===== src/rtl/serial_adder_ctrl.sv =====


module serial_adder_ctrl #(
  parameter int WIDTH = 8
) (
  input  logic             clk,
  input  logic             rst_n,
  input  logic             start,
  input  logic [WIDTH-1:0] a,
  input  logic [WIDTH-1:0] b,
  input  logic             cin,
  output logic             fa_a,
  output logic             fa_b,
  output logic             fa_cin,
  input  logic             fa_s,
  input  logic             fa_cout,
  output logic [WIDTH-1:0] sum,
  output logic             cout,
  output logic             busy,
  output logic             done
);
  localparam int CW = $clog2(WIDTH);
  localparam logic [CW-1:0] LAST = CW'(WIDTH - 1);
  typedef enum logic [1:0] {IDLE, SHIFT, DONE} state_t;
  state_t state, nxt;
  logic [WIDTH-1:0] a_sh, b_sh, sum_nxt;
  logic [WIDTH-2:0] sum_sh;
  logic carry;
  logic [CW-1:0] cnt;
  // partial sum with the current bit shifted in; only the top WIDTH-1 bits need storing
  assign sum_nxt = {fa_s, sum_sh};
  assign busy = state != IDLE;
  assign fa_a = state == SHIFT && a_sh[0];
  assign fa_b = state == SHIFT && b_sh[0];
  assign fa_cin = state == SHIFT && carry;
  always_comb begin
    nxt = IDLE;
    nxt = state == IDLE ? (start ? SHIFT : IDLE) :
          state == SHIFT ? (cnt == LAST ? DONE : SHIFT) : IDLE;
  end
  always_ff @(posedge clk or negedge rst_n) begin
    if (!rst_n) begin
      state <= IDLE;
      a_sh <= '0;
      b_sh <= '0;
      sum_sh <= '0;
      carry <= 1'b0;
      cnt <= '0;
      sum <= '0;
      cout <= 1'b0;
      done <= 1'b0;
    end else begin
      state <= nxt;
      done <= 1'b0;
      if (state == IDLE && start) begin
        a_sh <= a;
        b_sh <= b;
        carry <= cin;
        cnt <= '0;
      end
      if (state == SHIFT) begin
        sum_sh <= sum_nxt[WIDTH-1:1];
        carry <= fa_cout;
        a_sh <= a_sh >> 1;
        b_sh <= b_sh >> 1;
        cnt <= cnt + 1'b1;
        if (cnt == LAST) begin
          sum <= sum_nxt;
          cout <= fa_cout;
          done <= 1'b1;
        end
      end
    end
  end
endmodule


===== config.mk =====
export PLATFORM = sky130hd
export DESIGN_NAME = serial_adder_ctrl
export DESIGN_NICKNAME = d
export VERILOG_FILES = /design/src/rtl/serial_adder_ctrl.sv
export SDC_FILE = /design/constraint.sdc
export NUM_CORES = 1
export LEC_CHECK = 0
export ABC_CLOCK_PERIOD_IN_PS = 1700
export BUFFER_PORTS_ARGS = -buffer_cell sky130_fd_sc_hd__buf_2
export CORE_ASPECT_RATIO = 1.5
export CORE_UTILIZATION = 53
export DETAILED_ROUTE_END_ITERATION = 8
export PLACE_DENSITY = 0.78
export SLEW_MARGIN = 20
export SYNTH_ARGS = -nofsm -noshare
export SYNTH_HDL_FRONTEND = slang
export SYNTH_SLANG_ARGS = --single-unit

===== constraint.sdc =====
create_clock -name clk -period 1.7 [get_ports clk]
set_input_delay 0.17 -clock clk [delete_from_list [all_inputs] [get_ports clk]]
set_output_delay 0.17 -clock clk [all_outputs]
set_load 0.05 [all_outputs]

== Yosys cells after proc, flatten, opt, wreduce, memory -nomap -nowiden ==
Index checks and enable logic that the tools add are counted.

* Register bits: 39
* Output and inout bits: 14

* Add/sub/neg operators: 1
* Eq/ne operators: 2
* Muxes and demuxes: 14
* Reductions and logical operators: 8

{| class="wikitable"
|+ Operator list
! operator !! count
|-
| 8-bit 2-to-1 mux || 4
|-
| 2-bit 2-to-1 mux || 3
|-
| 3-bit 2-to-1 mux || 2
|-
| 1-bit 2-to-1 mux || 5
|-
| 1-bit logical AND || 4
|-
| 2-bit nonzero test || 2
|-
| 3-bit by 1-bit adder with 3-bit output, second input constant || 1
|-
| 3-bit == test, second input constant || 1
|-
| 2-bit by 1-bit == test with 1-bit output, second input constant || 1
|-
| 2-bit logical NOT || 1
|-
| 2-bit AND reduction || 1
|}

== Longest topological paths before layout ==
* Depth in word-level cells: 4
* Mapped depth: 5
* Depth with buffers taken out: 4

== Worst setup path after synthesis ==
Ideal clock, no wire load.

* Path kind: register to register
* Start: register cnt[0]
* End: register sum[0]
* Arrival time: 1369 ps
* Data required time: 1572 ps
* Slack: 204 ps
* Cell stages (with the launch flop): 6
* Buffers on the path: 1
* Cells stage by stage: dfrtp_1 -> ha_1 -> ha_1 -> nand3b_1 -> buf_2 -> mux2_1

* Cells in the longest elaborated chain, start to end: 2

{| class="wikitable"
|+ RTL lines
! item !! RTL line !! source
|-
| start: declaration || 29 || <nowiki>logic [CW-1:0] cnt;</nowiki>
|-
| start signal: assignment || 66 || <nowiki>cnt <= cnt + 1'b1;</nowiki>
|-
| 3-bit == test || 67 || <nowiki>if (cnt == LAST) begin</nowiki>
|-
| 2-bit AND reduction (no line) || - ||
|-
| end signal: assignment || 68 || <nowiki>sum <= sum_nxt;</nowiki>
|-
| end: declaration || 17 || <nowiki>output logic [WIDTH-1:0] sum,</nowiki>
|}

Every way passes these cells.
A chain may end at the register's enable or synchronous reset.

== Worst setup path in the final report ==
* Start: register state[1]
* End: output port busy

* Cells in the longest elaborated chain, start to end: 1

{| class="wikitable"
|+ RTL lines
! item !! RTL line !! source
|-
| start: declaration || 25 || <nowiki>state_t state, nxt;</nowiki>
|-
| start signal: assignment || 53 || <nowiki>state <= nxt;</nowiki>
|-
| 2-bit nonzero test || 32 || <nowiki>assign busy = state != IDLE;</nowiki>
|-
| end: declaration || 19 || <nowiki>output logic busy,</nowiki>
|}

Every way passes these cells.

==> results.toml <==
[synth]
yosys_warnings = 0
synth_top_family_by_area = "simple AND/OR/NAND/NOR gates"
ys.flop_type = "dfrtp_1"
synth-seq-cells = 39
yosys.area.top_type = "dfrtp_1"
synthXorXnorAreaFrac_pct = 0
postSynthAreaPerCell_um2 = 14.3
synthAdderAreaFrac_pct = 1.44
synth_nets = 145
yosysUniqueCellTypes = 24
synth_edf_count = 0
yosysSeqAreaShare_pct = 56.2
synthTopCellsByArea = "dfrtp_1, mux2_1, or4b_1, o221a_2, o221a_1"
synth.area.mux_share_pct = 11.0
yosys.area_share.simple_pct = 14.1
synth-compound-area-share_pct = 13.0
netlist_instances = 121
synth_top_area_share_pct = 56.2
synthArstFlopShare_pct = 100
syn_area_mm2 = 0.00174

[placement]
hpwlAfterDp_mm = 2.23
dpl_worst_slack_ps = 137
finalWeightedCongestion = 0.686
io_buffers = 35
dp.cells = 193

[timing]
grt_setup_unrepaired = "false"
period_share_pct = 94.6
tightestPinTransition_ps = 569
fin_ws_ps = 91.4
fin_skew_ps = 5.73
max_clock_freq_ghz = 0.622
fin_hold_ws_ps = 115
final_hold_viol_count = 0
report.final.slew_viol_count = 0
relSlewSlack_pct = 62.1
fin_setup_tns_ps = 0
setup_viol = 0
min_period_ps = 1610

[cells_and_area]
layout-drive-gt1-share_pct = 40.5
stdcell_count = 203
final_cell_mix = "dfrtp_1, buf_2, mux2_1"
fillCellCount = 249
finish.net_count = 186
multiInputGateArea_um2 = 692
area_growth_pct = 19.8
layout.area.seq_um2 = 977
layout_commonest_cell = "dfrtp_1"
diodes = 0

[outcome]
status = "finished, final reports clean"

[floorplan]
die_width_um = 48.7
core_area_mm2 = 0.00313
rows = 25
io_pins = 36
dieArea_mm2 = 0.00351
start_util_pct = 55.5
chipHeight_um = 72.1

[power]
ir_drop_mv = 1.14
p_total_w = 0.00421
p_leak_nw = 0.964
p_per_area_mw_per_mm2 = 2020

[routing]
drc_errors = 0
drtIter0Drc = 26
vias_per_cell = 5.71
wl_per_cell_um = 15.2
drt_pre_antenna_iters = 4
routed_wirelength_mm = 3.09
vias = 1160
antenna_left = 0

[run]
max_cap_viol_count = 0

[worst_hold_path]
hold_path.class = "in2reg"
hold_path_end = "sum_sh[6]"
hold_start = "fa_s"
holdPathStages = 2

[setup_path]
reg2reg_to = "sum[4]"
arrival_ps = 1440
worst-r2r-cell-count = 5
crit_chain = "buf_4, or2_2, buf_2"
r2r_slack_ps = 150
crit_fanout = 10
r2r_start = "cnt[0]"
crit_buf_inv = 2
crit_family = "flip-flops"
cp-start-kind = "register"
timing_worst_setup_path_type = "reg2out"
required_ps = 1530
end_kind = "output port"
cpMaxStageDelayCell = "dfrtp_2"
cpPeakStageDelay_ps = 470

[clock_tree]
cts.path.max_buffers = 2
cts_tree = "built"
htreeDepth = 2
clk_latency_ps = 280
cts_buffers = 5
clk_pin_slew_ps = 70
clock-root-buffer = "clkbuf_8"
clock_sinks = 39

[global_routing]
grtUsageTotal_pct = 20.1
grt_max_degree = 40
grt_first_pass_wirelength_mm = 5.30
grt-ovfl-total = 0
grt_pass1_vias = 1183
antenna_found_initial = 0
## sequential cells by signal (all words and copies together), names as in the netlist
register / flops
state: 2
sum_sh: 7
carry: 1
done: 1
sum: 8
cout: 1
b_sh: 8
a_sh: 8
cnt: 3
## area by class of cell
type	count	area share [%]
flip-flops and latches	39	47.0
multi-input cells	69	33.3
repair buffers	45	12.2
clock buffers	8	4.81
well taps	40	2.41
inverters	2	0.361
## through the flow
step | util (%) | cell area (um2)
2_1_floorplan | - | 1740
3_3_place_gp | 62.5 | 1960
3_5_place_dp | 62.5 | 1960
4_1_cts | 66.2 | 2070
5_1_grt | 66.5 | 2080
6_report | 66.5 | 2080
## cells in the mapped netlist, drive strengths merged (3+ instances only)
cell,instances
o221a,15
or4b,15
and2,3
nand2b,3
clkbuf,4
dfrtp,39
buf,7
mux2,16
## layer usage
metal  wire length (um)  track usage [%]
met5                  0                0
met2               1690             37.0
met3                131             5.45
met1               1240             21.5
met4                 35             7.84
## kinds of logic (layout without fill, tap and decap cells)
kind of cell | after synthesis | after routing
DFF | 39 | 39
and+or+nand+nor | 28 | 28
AOI/OAI and AO/OA | 22 | 22
muxes | 17 | 17
buffers and inverters | 13 | 55
adders and majority gates | 2 | 2
## worst max path at each step
stage,start,end,slack [ps],cells after the start
2_1_floorplan,cnt[0],sum[0],200,5
3_3_place_gp,cnt[0],sum[7],190,5
3_5_place_dp,cnt[0],sum[4],140,5
4_1_cts,state[1],busy,20,3
5_1_grt,state[1],busy,50,3
6_report,state[1],busy,90,3
## power by group
part	internal, W	total (W)	switching [W]
registers	0.00137	0.00163	0.000256
logic	0.000786	0.00193	0.00114
clock network	0.000370	0.000652	0.000282
total	0.00253	0.00421	0.00168
## timing repair
action                                  CTS  global route
gates resized for setup                   2             0
buffers inserted                          0             1
endpoints found under the setup margin    4             1
hold endpoints to repair                 39             0
hold buffers                              1             0
Power figures use the tool's default switching activity.
